`src/rtl/sram_ctrl_pkg.sv`:
```
// sram_ctrl_pkg: shared FSM type and constants for the OpenRAM
// single-port controller (sram_port_ctrl and sram_rsp_fifo).
package sram_ctrl_pkg;

    typedef enum logic {
        CLEAR,
        RUN
    } state_t;

    // Cycles from request accept until dout0 is captured.
    localparam int READ_LAT   = 2;
    localparam int DEF_ADDR_W = 9;
    localparam int DEF_DATA_W = 8;

endpackage

```
`src/rtl/sram_rsp_fifo.sv`:
```
// sram_rsp_fifo: in-order response buffer with full/empty flags.
// The head entry is presented combinationally from storage.
module sram_rsp_fifo
    import sram_ctrl_pkg::*;
#(
    parameter int DEPTH = 4,
    parameter int WIDTH = DEF_DATA_W
) (
    input  logic             clk,
    input  logic             rst_n,
    input  logic             push,
    input  logic [WIDTH-1:0] wdata,
    input  logic             pop,
    output logic [WIDTH-1:0] rdata,
    output logic             full,
    output logic             empty
);

    localparam int PTR_W = (DEPTH > 1) ? $clog2(DEPTH) : 1;
    localparam int CNT_W = $clog2(DEPTH + 1);

    logic [WIDTH-1:0] mem [DEPTH];
    logic [PTR_W-1:0] wr_ptr;
    logic [PTR_W-1:0] rd_ptr;
    logic [CNT_W-1:0] count;
    logic             do_push;
    logic             do_pop;

    function automatic logic [PTR_W-1:0] nxt(input logic [PTR_W-1:0] p);
        return (p == PTR_W'(DEPTH - 1)) ? '0 : p + 1'b1;
    endfunction

    assign full    = (count == CNT_W'(DEPTH));
    assign empty   = (count == '0);
    assign do_push = push && !full;
    assign do_pop  = pop && !empty;
    assign rdata   = mem[rd_ptr];

    always_ff @(posedge clk or negedge rst_n) begin
        if (!rst_n) begin
            for (int i = 0; i < DEPTH; i++) begin
                mem[i] <= '0;
            end
            wr_ptr <= '0;
            rd_ptr <= '0;
            count  <= '0;
        end else begin
            if (do_push) begin
                mem[wr_ptr] <= wdata;
                wr_ptr      <= nxt(wr_ptr);
            end
            if (do_pop) begin
                rd_ptr <= nxt(rd_ptr);
            end
            count <= count + CNT_W'(do_push) - CNT_W'(do_pop);
        end
    end

    // Credit gating upstream should make this unreachable.
    a_no_overflow: assert property (
        @(posedge clk) disable iff (!rst_n) !(push && full)
    );

endmodule

```
`src/rtl/sram_port_ctrl.sv`:
```
// sram_port_ctrl: request/response front end for a single-port OpenRAM macro.
// Define SRAM_CTRL_WR_ACK_EN to return a tagged ack (rsp_is_wr) for writes.
module sram_port_ctrl
    import sram_ctrl_pkg::*;
#(
    parameter int ADDR_W         = DEF_ADDR_W,
    parameter int DATA_W         = DEF_DATA_W,
    parameter int RSP_DEPTH      = 4,
    parameter int CLEAR_ON_RESET = 1
) (
    input  logic              clk,
    input  logic              rst_n,
    input  logic              req_valid,
    output logic              req_ready,
    input  logic              req_we,
    input  logic [ADDR_W-1:0] req_addr,
    input  logic [DATA_W-1:0] req_wdata,
    output logic              rsp_valid,
    input  logic              rsp_ready,
    output logic [DATA_W-1:0] rsp_rdata,
`ifdef SRAM_CTRL_WR_ACK_EN
    output logic              rsp_is_wr,
`endif
    output logic              init_done,
    output logic              csb0,
    output logic              web0,
    output logic [ADDR_W-1:0] addr0,
    output logic [DATA_W-1:0] din0,
    input  logic [DATA_W-1:0] dout0
);

    localparam int CR_W = $clog2(RSP_DEPTH + 1);
`ifdef SRAM_CTRL_WR_ACK_EN
    localparam int FIFO_W = DATA_W + 1;
`else
    localparam int FIFO_W = DATA_W;
`endif

    state_t            state;
    logic [ADDR_W-1:0] clr_addr;
    logic [CR_W-1:0]   credit;
    logic [CR_W-1:0]   credit_nx;
    logic [READ_LAT-1:0] pipe_v;
    logic              accept;
    logic              take;
    logic              pop;
    logic [FIFO_W-1:0] push_data;
    logic [FIFO_W-1:0] head;
    logic              fifo_full;
    logic              fifo_empty;

    assign accept = req_valid && req_ready;
    assign pop    = rsp_valid && rsp_ready;

`ifdef SRAM_CTRL_WR_ACK_EN
    assign take = accept;
`else
    assign take = accept && !req_we;
`endif

    // Credit covers everything that will eventually need a buffer slot.
    always_comb begin
        credit_nx = credit;
        if (take && !pop) begin
            credit_nx = credit + 1'b1;
        end else if (!take && pop) begin
            credit_nx = credit - 1'b1;
        end
    end

    always_ff @(posedge clk or negedge rst_n) begin
        if (!rst_n) begin
            state     <= (CLEAR_ON_RESET != 0) ? CLEAR : RUN;
            clr_addr  <= '0;
            csb0      <= 1'b1;
            web0      <= 1'b1;
            addr0     <= '0;
            din0      <= '0;
            req_ready <= 1'b0;
            init_done <= 1'b0;
            credit    <= '0;
            pipe_v    <= '0;
        end else begin
            credit <= credit_nx;
            pipe_v <= {pipe_v[READ_LAT-2:0], take};
            unique case (state)
                CLEAR: begin
                    csb0     <= 1'b0;
                    web0     <= 1'b0;
                    din0     <= '0;
                    addr0    <= clr_addr;
                    clr_addr <= clr_addr + 1'b1;
                    if (clr_addr == '1) begin
                        state     <= RUN;
                        init_done <= 1'b1;
                        req_ready <= (credit_nx < CR_W'(RSP_DEPTH));
                    end
                end
                RUN: begin
                    init_done <= 1'b1;
                    req_ready <= (credit_nx < CR_W'(RSP_DEPTH));
                    csb0      <= !accept;
                    web0      <= !(accept && req_we);
                    if (accept) begin
                        addr0 <= req_addr;
                        din0  <= req_wdata;
                    end
                end
            endcase
        end
    end

`ifdef SRAM_CTRL_WR_ACK_EN
    logic [READ_LAT-1:0] pipe_wr;
    logic [DATA_W-1:0]   pipe_wd [READ_LAT];

    // Write acks ride alongside the read pipeline so ordering is preserved.
    always_ff @(posedge clk or negedge rst_n) begin
        if (!rst_n) begin
            pipe_wr <= '0;
            for (int i = 0; i < READ_LAT; i++) begin
                pipe_wd[i] <= '0;
            end
        end else begin
            pipe_wr    <= {pipe_wr[READ_LAT-2:0], accept && req_we};
            pipe_wd[0] <= req_wdata;
            for (int i = 1; i < READ_LAT; i++) begin
                pipe_wd[i] <= pipe_wd[i-1];
            end
        end
    end

    assign push_data = pipe_wr[READ_LAT-1]
                     ? {1'b1, pipe_wd[READ_LAT-1]}
                     : {1'b0, dout0};
    assign rsp_is_wr = head[DATA_W];
`else
    assign push_data = dout0;
`endif

    assign rsp_valid = !fifo_empty;
    assign rsp_rdata = head[DATA_W-1:0];

    sram_rsp_fifo #(
        .DEPTH (RSP_DEPTH),
        .WIDTH (FIFO_W)
    ) u_rsp_fifo (
        .clk   (clk),
        .rst_n (rst_n),
        .push  (pipe_v[READ_LAT-1]),
        .wdata (push_data),
        .pop   (pop),
        .rdata (head),
        .full  (fifo_full),
        .empty (fifo_empty)
    );

    logic unused_full;
    assign unused_full = fifo_full;

endmodule

```
`config.mk`:
```
export PLATFORM = sky130hd
export DESIGN_NAME = sram_port_ctrl
export DESIGN_NICKNAME = d
export VERILOG_FILES = /design/src/rtl/sram_ctrl_pkg.sv /design/src/rtl/sram_rsp_fifo.sv /design/src/rtl/sram_port_ctrl.sv
export SDC_FILE = /design/constraint.sdc
export NUM_CORES = 1
export LEC_CHECK = 0
export ABC_AREA = 1
export BUFFER_PORTS_ARGS = -buffer_cell sky130_fd_sc_hd__buf_2
export CAP_MARGIN = 20
export CORE_MARGIN = 2
export CORE_UTILIZATION = 40
export DETAILED_ROUTE_END_ITERATION = 16
export SLEW_MARGIN = 20
export SYNTH_ARGS = -nofsm -noshare
export SYNTH_HDL_FRONTEND = slang
export SYNTH_SLANG_ARGS = --single-unit
```
`constraint.sdc`:
```
create_clock -name clk -period 2.6 [get_ports clk]
set_input_delay 0.39 -clock clk [delete_from_list [all_inputs] [get_ports clk]]
set_output_delay 0.39 -clock clk [all_outputs]
set_load 0.01 [all_outputs]
```
==> results of run 1 <==
==> power by group through the flow <==
stage | registers (µW) | clock network, µW | logic [µW]
finish | 1740 | 861 | 1300
global route | 1800 | 950 | 1520
CTS | 1750 | 893 | 1320
detailed placement | 1770 | 0 | 1320
global placement | 1750 | 0 | 1290
floorplan | 1660 | 0 | 1000
==> through the flow <==
| stage | hold WS, ns | power, µW |
|---|---|---|
| 2_1_floorplan | 0.0944 | 2660 |
| 3_3_place_gp | 0.337 | 3040 |
| 3_5_place_dp | 0.339 | 3090 |
| 4_1_cts | 0.0623 | 3960 |
| 5_1_grt | 0.0869 | 4270 |
| 6_report | 0.0398 | 3900 |
==> cells in the mapped netlist, drive strengths merged <==
cell | number | share of area
nand4 | 33 | 0.060
dfrtp | 73 | 0.52
clkbuf | 4 | 0.0042
or2 | 3 | 0.0053
dfstp | 2 | 0.015
nor2 | 22 | 0.026
a22oi | 1 | 0.0021
a21oi | 1 | 0.0014
xor2 | 5 | 0.012
xnor2 | 2 | 0.0049
inv | 25 | 0.026
nand3b | 2 | 0.0042
nand3 | 19 | 0.036
buf | 15 | 0.025
nand2 | 146 | 0.16
o22ai | 8 | 0.014
o21ai | 23 | 0.032
nor4 | 1 | 0.0018
fa | 1 | 0.0056
o211ai | 3 | 0.0064
ha | 13 | 0.046
==> critical path, cell delays in order, from the launching register on <==
cell	delay [ns]
sky130_fd_sc_hd__dfrtp_1	0.76
sky130_fd_sc_hd__inv_2	0.28
sky130_fd_sc_hd__o21ai_0	0.21
sky130_fd_sc_hd__o22ai_1	0.10
sky130_fd_sc_hd__buf_2	0.15
==> flip-flops by register name, summed over array words and instances, names as in the netlist <==
| signal | count |
|---|---|
| addr0 | 9 |
| clr_addr | 9 |
| credit | 3 |
| csb0 | 1 |
| din0 | 8 |
| init_done | 1 |
| pipe_v | 2 |
| req_ready | 1 |
| state | 1 |
| u_rsp_fifo.count | 3 |
| u_rsp_fifo.mem | 32 |
| u_rsp_fifo.rd_ptr | 2 |
| u_rsp_fifo.wr_ptr | 2 |
| web0 | 1 |
==> kinds of logic (layout without fill, tap and decap cells) <==
logic type | count (synthesis) | count (layout) | share of synthesized area
xor gates and xnor gates | 7 | 7 | 0.0173
buffers and inverters | 44 | 101 | 0.0561
adders and majority gates | 14 | 14 | 0.0515
other | 0 | 1 | 0
DFF | 75 | 75 | 0.530
and+or+nand+nor | 226 | 226 | 0.289
AOI/OAI and AO/OA | 36 | 36 | 0.0565
==> per-layer routing <==
layer	vias up	part of all wire
met5	-	0
met3	13	0.051
met4	0	0.016
met1	1366	0.45
li1	1423	-
met2	61	0.48
==> worst max-delay path by stage <==
stage / slack (ns) / end / from
floorplan: 0.60 / u_rsp_fifo.count[2]$_DFF_PN0_ / u_rsp_fifo.count[2]$_DFF_PN0_
global placement: 0.64 / u_rsp_fifo.count[2]$_DFF_PN0_ / u_rsp_fifo.count[2]$_DFF_PN0_
detailed placement: 0.56 / u_rsp_fifo.count[2]$_DFF_PN0_ / u_rsp_fifo.count[2]$_DFF_PN0_
CTS: 0.32 / rsp_rdata[7] / u_rsp_fifo.rd_ptr[0]$_DFFE_PN0P_
global route: 0.09 / rsp_rdata[1] / u_rsp_fifo.rd_ptr[0]$_DFFE_PN0P_
finish: 0.36 / rsp_rdata[7] / u_rsp_fifo.rd_ptr[0]$_DFFE_PN0P_
==> layout make-up <==
type / count / area, µm² / area share
Sequential cell: 75 / 1880 / 0.459
Multi-Input combinational cell: 283 / 1470 / 0.359
Timing Repair Buffer: 62 / 333 / 0.0813
Clock buffer: 11 / 141 / 0.0345
Tap cell: 108 / 135 / 0.0330
Inverter: 25 / 93.8 / 0.0229
Clock inverter: 3 / 40.0 / 0.00978
Antenna cell: 1 / 2.50 / 0.000611
==> run_summary.xml, run 1 <==
<?xml version="1.0" encoding="UTF-8"?>
<metrics>
  <group name="power">
    <metric name="power_frac_seq" unit="">0.446</metric>
    <metric name="clockPowerShare" unit="">0.220</metric>
    <metric name="power_frac_comb" unit="">0.334</metric>
    <metric name="switching_power" unit="µW">1450</metric>
    <metric name="power.share.switching" unit="">0.372</metric>
    <metric name="power_leakage" unit="µW">0.00217</metric>
    <metric name="power_density" unit="nW/µm²">954</metric>
    <metric name="power_report.internal_total" unit="µW">2450</metric>
    <metric name="worst_ir_drop_vdd" unit="µV">428</metric>
  </group>
  <group name="global_route">
    <metric name="overflow" unit="">0</metric>
    <metric name="global_route_wire_length_before_repair" unit="µm">14400</metric>
    <metric name="grt_start_max_net_pins" unit="">45</metric>
    <metric name="grt_usage" unit="">0.187</metric>
    <metric name="grtUsageMet2" unit="">0.303</metric>
    <metric name="gr-usage-met1" unit="">0.245</metric>
    <metric name="busiest_layer" unit="">met2</metric>
    <metric name="antenna_found_initial" unit="">1</metric>
    <metric name="number_of_global_route_vias_before_repair" unit="">2976</metric>
    <metric name="grt_util_met3" unit="">0.0544</metric>
  </group>
  <group name="sta">
    <metric name="final.setup_skew" unit="ns">0.00699</metric>
    <metric name="max-slew-margin-rel" unit="">0.567</metric>
    <metric name="achievable-frequency" unit="GHz">0.446</metric>
    <metric name="timing.final.crit_period" unit="ns">2.24</metric>
    <metric name="setup_viol_count_final" unit="">0</metric>
    <metric name="max_slew.worst_pin.slew" unit="ns">0.650</metric>
    <metric name="grt_setup_unrepaired" unit="">false</metric>
    <metric name="hold_violations" unit="">0</metric>
    <metric name="final.setup.tns" unit="ns">0</metric>
    <metric name="setup_slack" unit="ns">0.360</metric>
    <metric name="finalMaxSlewViolations" unit="">0</metric>
    <metric name="final_min_period_over_clock_period" unit="">0.861</metric>
  </group>
  <group name="clock_network">
    <metric name="cts_repair_resize_count" unit="">0</metric>
    <metric name="clk_transition_reported_paths" unit="ns">0.07</metric>
    <metric name="cts_buffer_depth" unit="">2</metric>
    <metric name="cts_tree" unit="">built</metric>
    <metric name="clkSinkCount" unit="">75</metric>
    <metric name="numCtsBuffers" unit="">9</metric>
    <metric name="post-cts-setup-buffers" unit="">0</metric>
    <metric name="worst_skew_pair_later_pin_latency" unit="ns">0.34</metric>
    <metric name="cell_chosen_for_the_clock_root" unit="">sky130_fd_sc_hd__clkbuf_8</metric>
    <metric name="holdBufCountCts" unit="">0</metric>
    <metric name="h-tree-depth" unit="">3</metric>
  </group>
  <group name="setup_path">
    <metric name="arrival" unit="ns">1.85</metric>
    <metric name="cp-end-kind" unit="">primary output</metric>
    <metric name="critical_path.reg2reg.endpoint" unit="">u_rsp_fifo.count[2]$_DFF_PN0_</metric>
    <metric name="required" unit="ns">2.21</metric>
    <metric name="critical_path_class" unit="">flip-flop to primary output</metric>
    <metric name="r2r_cells" unit="">8</metric>
    <metric name="worstPathMaxFanout" unit="">20</metric>
    <metric name="crit_path_start_kind" unit="">flip-flop</metric>
    <metric name="rr_startpoint" unit="">u_rsp_fifo.count[2]$_DFF_PN0_</metric>
    <metric name="reg2reg_slack" unit="ns">0.56</metric>
  </group>
  <group name="place">
    <metric name="port-buffer-count" unit="">59</metric>
    <metric name="dp.final_hpwl" unit="µm">5420</metric>
    <metric name="post-place-cells" unit="">553</metric>
    <metric name="pre_cts_worst_setup_slack" unit="ns">0.565</metric>
    <metric name="place.gp.congestion" unit="">0.755</metric>
    <metric name="place_area" unit="µm²">3910</metric>
  </group>
  <group name="synth">
    <metric name="synth_cells" unit="">402</metric>
    <metric name="cell_area_synth" unit="µm²">3550</metric>
    <metric name="post_synth_num_cell_types" unit="">30</metric>
    <metric name="syn_nets" unit="">446</metric>
    <metric name="mean_area_per_synthesized_cell" unit="µm²">8.82</metric>
    <metric name="seq_area_frac_synth" unit="">0.530</metric>
    <metric name="synth-warning-count" unit="">0</metric>
    <metric name="yosys_register_bits" unit="">75</metric>
  </group>
  <group name="floorplanning">
    <metric name="dieArea" unit="µm²">9630</metric>
    <metric name="std_cell_rows" unit="">34</metric>
    <metric name="core_area" unit="µm²">8680</metric>
    <metric name="boundaryPins" unit="">60</metric>
    <metric name="die_height" unit="µm">98.2</metric>
    <metric name="initial_core_util" unit="">0.409</metric>
    <metric name="die_w" unit="µm">98.2</metric>
  </group>
  <group name="drt">
    <metric name="wl" unit="µm">8090</metric>
    <metric name="initialDrtViolationCount" unit="">166</metric>
    <metric name="drc_errors" unit="">0</metric>
    <metric name="detail_route.vias_per_cell" unit="">5.04</metric>
    <metric name="wire_length_per_cell_after_detailed_routing" unit="µm">14.2</metric>
    <metric name="vias" unit="">2863</metric>
    <metric name="drt-pass1-iter-count" unit="">4</metric>
    <metric name="final_ant_viol_nets" unit="">0</metric>
  </group>
  <group name="final_layout">
    <metric name="fillCellCount" unit="">888</metric>
    <metric name="layout_commonest_cell" unit="">sky130_fd_sc_hd__nand2_1</metric>
    <metric name="nets" unit="">500</metric>
    <metric name="final_core_util" unit="">0.472</metric>
    <metric name="postLayoutCellArea" unit="µm²">4090</metric>
    <metric name="layout_cells_sized_above_1" unit="">0.203</metric>
    <metric name="final_cell_count_no_fill" unit="">568</metric>
    <metric name="most-common-layout-cells" unit="">145 x sky130_fd_sc_hd__nand2_1, 73 x sky130_fd_sc_hd__dfrtp_1, 58 x sky130_fd_sc_hd__buf_2</metric>
    <metric name="area_growth" unit="%">15.4</metric>
  </group>
  <group name="min_path">
    <metric name="hp-class" unit="">input port to asynchronous set/reset pin</metric>
  </group>
  <group name="flow_run">
    <metric name="maxCapViolations" unit="">0</metric>
  </group>
  <group name="outcome">
    <metric name="status" unit="">completed</metric>
  </group>
</metrics>
(Power assumes the default switching activity.)
==> run 2: changes to the inputs <==
Clock period 2.6 ns to 2 ns, I/O delays scaled along.
==> run 2 against run 1 <==
First-iteration DRC count decreased by 37%. Wire length increased by 0.67%. Clock power grew 50%. Utilization grew 1.7 points. Final area up 3.5%. Global-route usage down 0.35 points. Highest routed layer unchanged. Sequential power rose by 29%. Count of clock-buffer cells in the layout is 1 lower. Die area unchanged. Hold slack gained 0.079 ns.
==> run_summary.xml, run 2 (synthesis results as in run 1) <==
<?xml version="1.0" encoding="UTF-8"?>
<metrics>
  <group name="place">
    <metric name="port-buffer-count" unit="">59</metric>
    <metric name="pre_cts_worst_setup_slack" unit="ns">0.0189</metric>
    <metric name="place_area" unit="µm²">3960</metric>
    <metric name="dp.final_hpwl" unit="µm">5490</metric>
    <metric name="place.gp.congestion" unit="">0.770</metric>
  </group>
  <group name="final_layout">
    <metric name="reg.largest.list" unit="">u_rsp_fifo.mem: 32 flops, addr0: 9 flops, clr_addr: 9 flops</metric>
    <metric name="postLayoutCellArea" unit="µm²">4240</metric>
    <metric name="registers.top_by_ff_count" unit="">u_rsp_fifo.mem</metric>
    <metric name="most-common-layout-cells" unit="">144 x sky130_fd_sc_hd__nand2_1, 72 x sky130_fd_sc_hd__dfrtp_1, 58 x sky130_fd_sc_hd__buf_2</metric>
    <metric name="layout_cells_sized_above_1" unit="">0.236</metric>
    <metric name="number_of_flip_flops_under_the_largest_register_name" unit="">32</metric>
    <metric name="area_growth" unit="%">19.5</metric>
    <metric name="nets" unit="">513</metric>
    <metric name="layout_commonest_cell" unit="">sky130_fd_sc_hd__nand2_1</metric>
  </group>
  <group name="sta">
    <metric name="setup_slack" unit="ns">0.140</metric>
    <metric name="max-slew-margin-rel" unit="">0.609</metric>
    <metric name="finalMaxSlewViolations" unit="">0</metric>
    <metric name="max_slew.worst_pin.slew" unit="ns">0.586</metric>
    <metric name="final.setup.tns" unit="ns">0</metric>
    <metric name="grt_setup_unrepaired" unit="">false</metric>
    <metric name="final_min_period_over_clock_period" unit="">0.930</metric>
    <metric name="hold_violations" unit="">0</metric>
    <metric name="setup_viol_count_final" unit="">0</metric>
    <metric name="timing.final.crit_period" unit="ns">1.86</metric>
    <metric name="achievable-frequency" unit="GHz">0.538</metric>
    <metric name="final.setup_skew" unit="ns">0.0115</metric>
  </group>
  <group name="power">
    <metric name="worst_ir_drop_vdd" unit="µV">595</metric>
    <metric name="power_leakage" unit="µW">0.00224</metric>
    <metric name="power_density" unit="nW/µm²">1270</metric>
    <metric name="p_total" unit="µW">5400</metric>
  </group>
  <group name="global_route">
    <metric name="global_route_wire_length_before_repair" unit="µm">14100</metric>
    <metric name="number_of_global_route_vias_before_repair" unit="">2845</metric>
    <metric name="overflow" unit="">0</metric>
    <metric name="grt_start_max_net_pins" unit="">45</metric>
    <metric name="antenna_found_initial" unit="">1</metric>
    <metric name="grt_usage" unit="">0.183</metric>
  </group>
  <group name="setup_path">
    <metric name="rr_startpoint" unit="">u_rsp_fifo.count[1]$_DFF_PN0_</metric>
    <metric name="crit_path_start_kind" unit="">flip-flop</metric>
    <metric name="required" unit="ns">2.22</metric>
    <metric name="critPathLaunch" unit="">u_rsp_fifo.count[1]$_DFF_PN0_</metric>
    <metric name="critical_path_class" unit="">flip-flop to flip-flop</metric>
    <metric name="worstPathMaxFanout" unit="">2</metric>
    <metric name="cp-end-kind" unit="">flip-flop</metric>
    <metric name="arrival" unit="ns">2.08</metric>
  </group>
  <group name="clock_network">
    <metric name="clkSinkCount" unit="">75</metric>
    <metric name="cts_buffer_depth" unit="">2</metric>
    <metric name="cts_tree" unit="">built</metric>
    <metric name="clk_transition_reported_paths" unit="ns">0.07</metric>
    <metric name="worst_skew_pair_later_pin_latency" unit="ns">0.35</metric>
    <metric name="numCtsBuffers" unit="">9</metric>
    <metric name="cell_chosen_for_the_clock_root" unit="">sky130_fd_sc_hd__clkbuf_8</metric>
    <metric name="h-tree-depth" unit="">3</metric>
  </group>
  <group name="drt">
    <metric name="vias" unit="">2921</metric>
    <metric name="detail_route.vias_per_cell" unit="">5.01</metric>
    <metric name="wl" unit="µm">8140</metric>
    <metric name="drt-pass1-iter-count" unit="">4</metric>
    <metric name="initialDrtViolationCount" unit="">104</metric>
    <metric name="drc_errors" unit="">0</metric>
    <metric name="final_ant_viol_nets" unit="">0</metric>
    <metric name="wire_length_per_cell_after_detailed_routing" unit="µm">14.0</metric>
  </group>
  <group name="min_path">
    <metric name="hp-class" unit="">input port to flip-flop</metric>
    <metric name="min-delay-start" unit="">req_we</metric>
  </group>
  <group name="floorplanning">
    <metric name="die_height" unit="µm">98.2</metric>
    <metric name="std_cell_rows" unit="">34</metric>
    <metric name="die_w" unit="µm">98.2</metric>
    <metric name="dieArea" unit="µm²">9630</metric>
    <metric name="core_area" unit="µm²">8680</metric>
    <metric name="boundaryPins" unit="">60</metric>
    <metric name="initial_core_util" unit="">0.409</metric>
  </group>
  <group name="flow_run">
    <metric name="maxCapViolations" unit="">0</metric>
  </group>
  <group name="outcome">
    <metric name="status" unit="">completed</metric>
  </group>
</metrics>
==> run 2: metal layers <==
metal	vias to the layer above	part of all wire	track usage
li1	1460	-	-
met1	1387	0.47	0.250
met2	64	0.47	0.289
met3	10	0.045	0.0401
met4	0	0.014	0.0674
met5	-	0	0
==> run 2: layout make-up <==
class	count	area (µm²)
antenna	1	2.50
clock inverter	6	90.1
sequential	75	1880
clock buffer	10	128
multi-input combinational	283	1470
timing repair buffer	75	433
tap	108	135
fill	873	4440
inverter	25	96.3
==> run 2: what timing repair did <==
action,4_1_cts,5_1_grt
gates resized for setup,0,6
endpoints found under the setup margin,1,8
hold endpoints to repair,40,0
hold buffers,1,0
setup buffers,4,1
pin swaps,1,2
==> run 2: through the flow <==
| step | hold WS (ns) | instances | util |
|---|---|---|---|
| 6_report | 0.119 | 583 | 0.488 |
| 5_1_grt | 0.117 | 582 | 0.488 |
| 4_1_cts | 0.110 | 581 | 0.486 |
| 3_5_place_dp | 0.340 | 560 | 0.456 |
| 3_3_place_gp | 0.336 | 560 | 0.456 |
| 2_1_floorplan | 0.00441 | 402 | - |
==> run 2: power breakdown <==
| part | internal [µW] | leakage (µW) | switching [µW] |
|---|---|---|---|
| logic | 763 | 0.00120 | 1110 |
| clock network | 705 | 0.000106 | 581 |
| registers | 1950 | 0.000928 | 292 |
==> run 2: worst paths after layout <==
check                                              endpoint  slack [ns]  cells after the start
hold reg to reg                         pipe_v[1]$_DFF_PN0_        0.35                      0
setup reg to reg              u_rsp_fifo.count[2]$_DFF_PN0_        0.14                      9
min in group asynchronous     u_rsp_fifo.mem[3]$_DFFE_PN0P_        0.49                      2
max in group asynchronous  u_rsp_fifo.rd_ptr[0]$_DFFE_PN0P_        0.94                      3
hold / removal                               web0$_DFF_PN1_        0.12                      2
setup / recovery              u_rsp_fifo.count[2]$_DFF_PN0_        0.14                      9
==> run 2: critical path: stages (launching register included) <==
cell and delay [ns]:
sky130_fd_sc_hd__dfrtp_1 0.40, sky130_fd_sc_hd__inv_2 0.06, sky130_fd_sc_hd__nand3b_1 0.11, sky130_fd_sc_hd__nand2_2 0.09
sky130_fd_sc_hd__inv_1 0.07, sky130_fd_sc_hd__ha_1 0.28, sky130_fd_sc_hd__inv_1 0.04, sky130_fd_sc_hd__ha_1 0.18
sky130_fd_sc_hd__fa_2 0.34, sky130_fd_sc_hd__xor2_1 0.16
==> run 3: changes to the inputs <==
Settings changed: REMOVE_ABC_BUFFERS set to 1.
==> run 3 against run 2 <==
Largest cell class unchanged. Register-to-register slack worse by 0.03 ns. Sequential share of layout area hardly changed. Wire length is 1.7% higher. First-iteration DRC count grew to 2.5 times the previous value. Global-route usage is 0.48 points lower. Clock skew is 0.0015 ns lower.
==> run_summary.xml, run 3 (synthesis results as in run 1) <==
<?xml version="1.0" encoding="UTF-8"?>
<metrics>
  <group name="final_layout">
    <metric name="nets" unit="">512</metric>
    <metric name="registers.top_by_ff_count" unit="">u_rsp_fifo.mem</metric>
    <metric name="layout_cells_sized_above_1" unit="">0.231</metric>
    <metric name="area_growth" unit="%">19.6</metric>
    <metric name="reg.largest.list" unit="">u_rsp_fifo.mem: 32 flops, addr0: 9 flops, clr_addr: 9 flops</metric>
    <metric name="most-common-layout-cells" unit="">145 x sky130_fd_sc_hd__nand2_1, 72 x sky130_fd_sc_hd__dfrtp_1, 58 x sky130_fd_sc_hd__buf_2</metric>
    <metric name="number_of_flip_flops_under_the_largest_register_name" unit="">32</metric>
    <metric name="layout_commonest_cell" unit="">sky130_fd_sc_hd__nand2_1</metric>
    <metric name="antenna-diode-count" unit="">0</metric>
  </group>
  <group name="floorplanning">
    <metric name="die_w" unit="µm">98.2</metric>
    <metric name="dieArea" unit="µm²">9630</metric>
    <metric name="die_height" unit="µm">98.2</metric>
    <metric name="core_area" unit="µm²">8680</metric>
    <metric name="initial_core_util" unit="">0.409</metric>
    <metric name="boundaryPins" unit="">60</metric>
    <metric name="std_cell_rows" unit="">34</metric>
  </group>
  <group name="clock_network">
    <metric name="cts_buffer_depth" unit="">2</metric>
    <metric name="clk_transition_reported_paths" unit="ns">0.07</metric>
    <metric name="h-tree-depth" unit="">3</metric>
    <metric name="clkSinkCount" unit="">75</metric>
    <metric name="cell_chosen_for_the_clock_root" unit="">sky130_fd_sc_hd__clkbuf_8</metric>
    <metric name="worst_skew_pair_later_pin_latency" unit="ns">0.34</metric>
    <metric name="cts_tree" unit="">built</metric>
    <metric name="numCtsBuffers" unit="">9</metric>
  </group>
  <group name="flow_run">
    <metric name="maxCapViolations" unit="">0</metric>
  </group>
  <group name="global_route">
    <metric name="grt_start_max_net_pins" unit="">43</metric>
    <metric name="antenna_found_initial" unit="">0</metric>
    <metric name="global_route_wire_length_before_repair" unit="µm">13800</metric>
    <metric name="grt_usage" unit="">0.178</metric>
    <metric name="overflow" unit="">0</metric>
    <metric name="number_of_global_route_vias_before_repair" unit="">2826</metric>
  </group>
  <group name="min_path">
    <metric name="hp-class" unit="">input port to flip-flop</metric>
  </group>
  <group name="setup_path">
    <metric name="timing.critical_path.slowest_cell_delay" unit="ns">0.40</metric>
    <metric name="cp-end-kind" unit="">flip-flop</metric>
    <metric name="crit_slowest_cell" unit="">sky130_fd_sc_hd__dfrtp_1</metric>
    <metric name="cp_delay_by_family_top" unit="">adder cells</metric>
    <metric name="crit_path_start_kind" unit="">flip-flop</metric>
    <metric name="critical_path_class" unit="">flip-flop to flip-flop</metric>
    <metric name="path_cells" unit="">inv_2, nand3b_1, nand2_1, inv_1, ha_1, inv_1, ha_1, fa_1, xor2_1</metric>
    <metric name="worstPathMaxFanout" unit="">3</metric>
    <metric name="required" unit="ns">2.22</metric>
    <metric name="arrival" unit="ns">2.11</metric>
    <metric name="cp_num_buf_inv" unit="">3</metric>
  </group>
  <group name="drt">
    <metric name="wire_length_per_cell_after_detailed_routing" unit="µm">14.3</metric>
    <metric name="detail_route.vias_per_cell" unit="">5.02</metric>
    <metric name="initialDrtViolationCount" unit="">260</metric>
    <metric name="vias" unit="">2914</metric>
    <metric name="drt-pass1-iter-count" unit="">4</metric>
    <metric name="drc_errors" unit="">0</metric>
    <metric name="final_ant_viol_nets" unit="">0</metric>
    <metric name="wl" unit="µm">8280</metric>
  </group>
  <group name="sta">
    <metric name="worst_hold_slack" unit="ns">0.125</metric>
    <metric name="max-slew-margin-rel" unit="">0.617</metric>
    <metric name="final.setup_skew" unit="ns">0.00999</metric>
    <metric name="timing.final.crit_period" unit="ns">1.89</metric>
    <metric name="finalMaxSlewViolations" unit="">0</metric>
    <metric name="final_min_period_over_clock_period" unit="">0.946</metric>
    <metric name="achievable-frequency" unit="GHz">0.529</metric>
    <metric name="final.setup.tns" unit="ns">0</metric>
    <metric name="setup_viol_count_final" unit="">0</metric>
    <metric name="hold_violations" unit="">0</metric>
    <metric name="max_slew.worst_pin.slew" unit="ns">0.574</metric>
  </group>
  <group name="power">
    <metric name="power_leakage" unit="µW">0.00224</metric>
    <metric name="power_density" unit="nW/µm²">1300</metric>
    <metric name="worst_ir_drop_vdd" unit="µV">554</metric>
  </group>
  <group name="place">
    <metric name="dp.final_hpwl" unit="µm">5540</metric>
    <metric name="port-buffer-count" unit="">59</metric>
    <metric name="place.gp.congestion" unit="">0.796</metric>
  </group>
  <group name="outcome">
    <metric name="status" unit="">completed</metric>
  </group>
</metrics>
## run 3: power by group
group	switching (µW)	internal, µW	total, µW	leakage, µW
Sequential	297	1950	2250	0.000928
Combinational	1130	751	1880	0.00120
Clock	566	826	1390	0.000115
Total	1990	3530	5520	0.00224
## run 3: per-layer routing
| metal | share of wire | global-route usage |
|---|---|---|
| met4 | 0.011 | 0.0506 |
| met1 | 0.45 | 0.242 |
| met3 | 0.048 | 0.0458 |
| met2 | 0.49 | 0.287 |
| met5 | 0 | 0 |
## run 3: cell type report
cell class,instances,area (µm²)
clock inverters,6,115
inverters,25,93.8
repair buffers,74,425
fillers,867,4440
flip-flops and latches,75,1880
clock buffers,9,124
multi-input cells,283,1470
well taps,108,135
## run 3: worst paths after layout
check / start / endpoint / slack [ns] / cells past startpoint
hold reg to reg: pipe_v[0]$_DFF_PN0_ / pipe_v[1]$_DFF_PN0_ / 0.35 / 0
setup / recovery: u_rsp_fifo.count[1]$_DFF_PN0_ / u_rsp_fifo.count[2]$_DFF_PN0_ / 0.11 / 9
hold / removal: req_we / web0$_DFF_PN1_ / 0.12 / 2
setup reg to reg: u_rsp_fifo.count[1]$_DFF_PN0_ / u_rsp_fifo.count[2]$_DFF_PN0_ / 0.11 / 9
min in group asynchronous: rst_n / u_rsp_fifo.mem[0]$_DFFE_PN0P_ / 0.48 / 2
max in group asynchronous: rst_n / csb0$_DFF_PN1_ / 0.87 / 3
## run 3: worst register-to-register path: stages (launching register included)
cell and delay (ns):
sky130_fd_sc_hd__dfrtp_1 0.40, sky130_fd_sc_hd__inv_2 0.09, sky130_fd_sc_hd__nand3b_1 0.11, sky130_fd_sc_hd__nand2_1 0.10
sky130_fd_sc_hd__inv_1 0.06, sky130_fd_sc_hd__ha_1 0.27, sky130_fd_sc_hd__inv_1 0.04, sky130_fd_sc_hd__ha_1 0.18
sky130_fd_sc_hd__fa_1 0.37, sky130_fd_sc_hd__xor2_1 0.17
## run 3: timing repair
| action | in CTS | in global routing |
|---|---|---|
| gates resized for setup | 0 | 3 |
| hold buffers | 1 | 0 |
| setup buffers | 0 | 2 |
| setup endpoints to repair | 0 | 9 |
| endpoints found under the hold margin | 39 | 0 |
## run 3: through the flow
stage               total power (µW)   util  setup WS, ns  instance area, µm²  instances
finish                          5520  0.489         0.108                4240        580
detailed placement              4120  0.458        0.0671                3980        562
global route                    5950  0.489     -0.000588                4240        580
CTS                             5550  0.487        0.0488                4230        578
floorplan                       3380      -       0.00150                3440        383
global placement                4070  0.458         0.145                3980        562
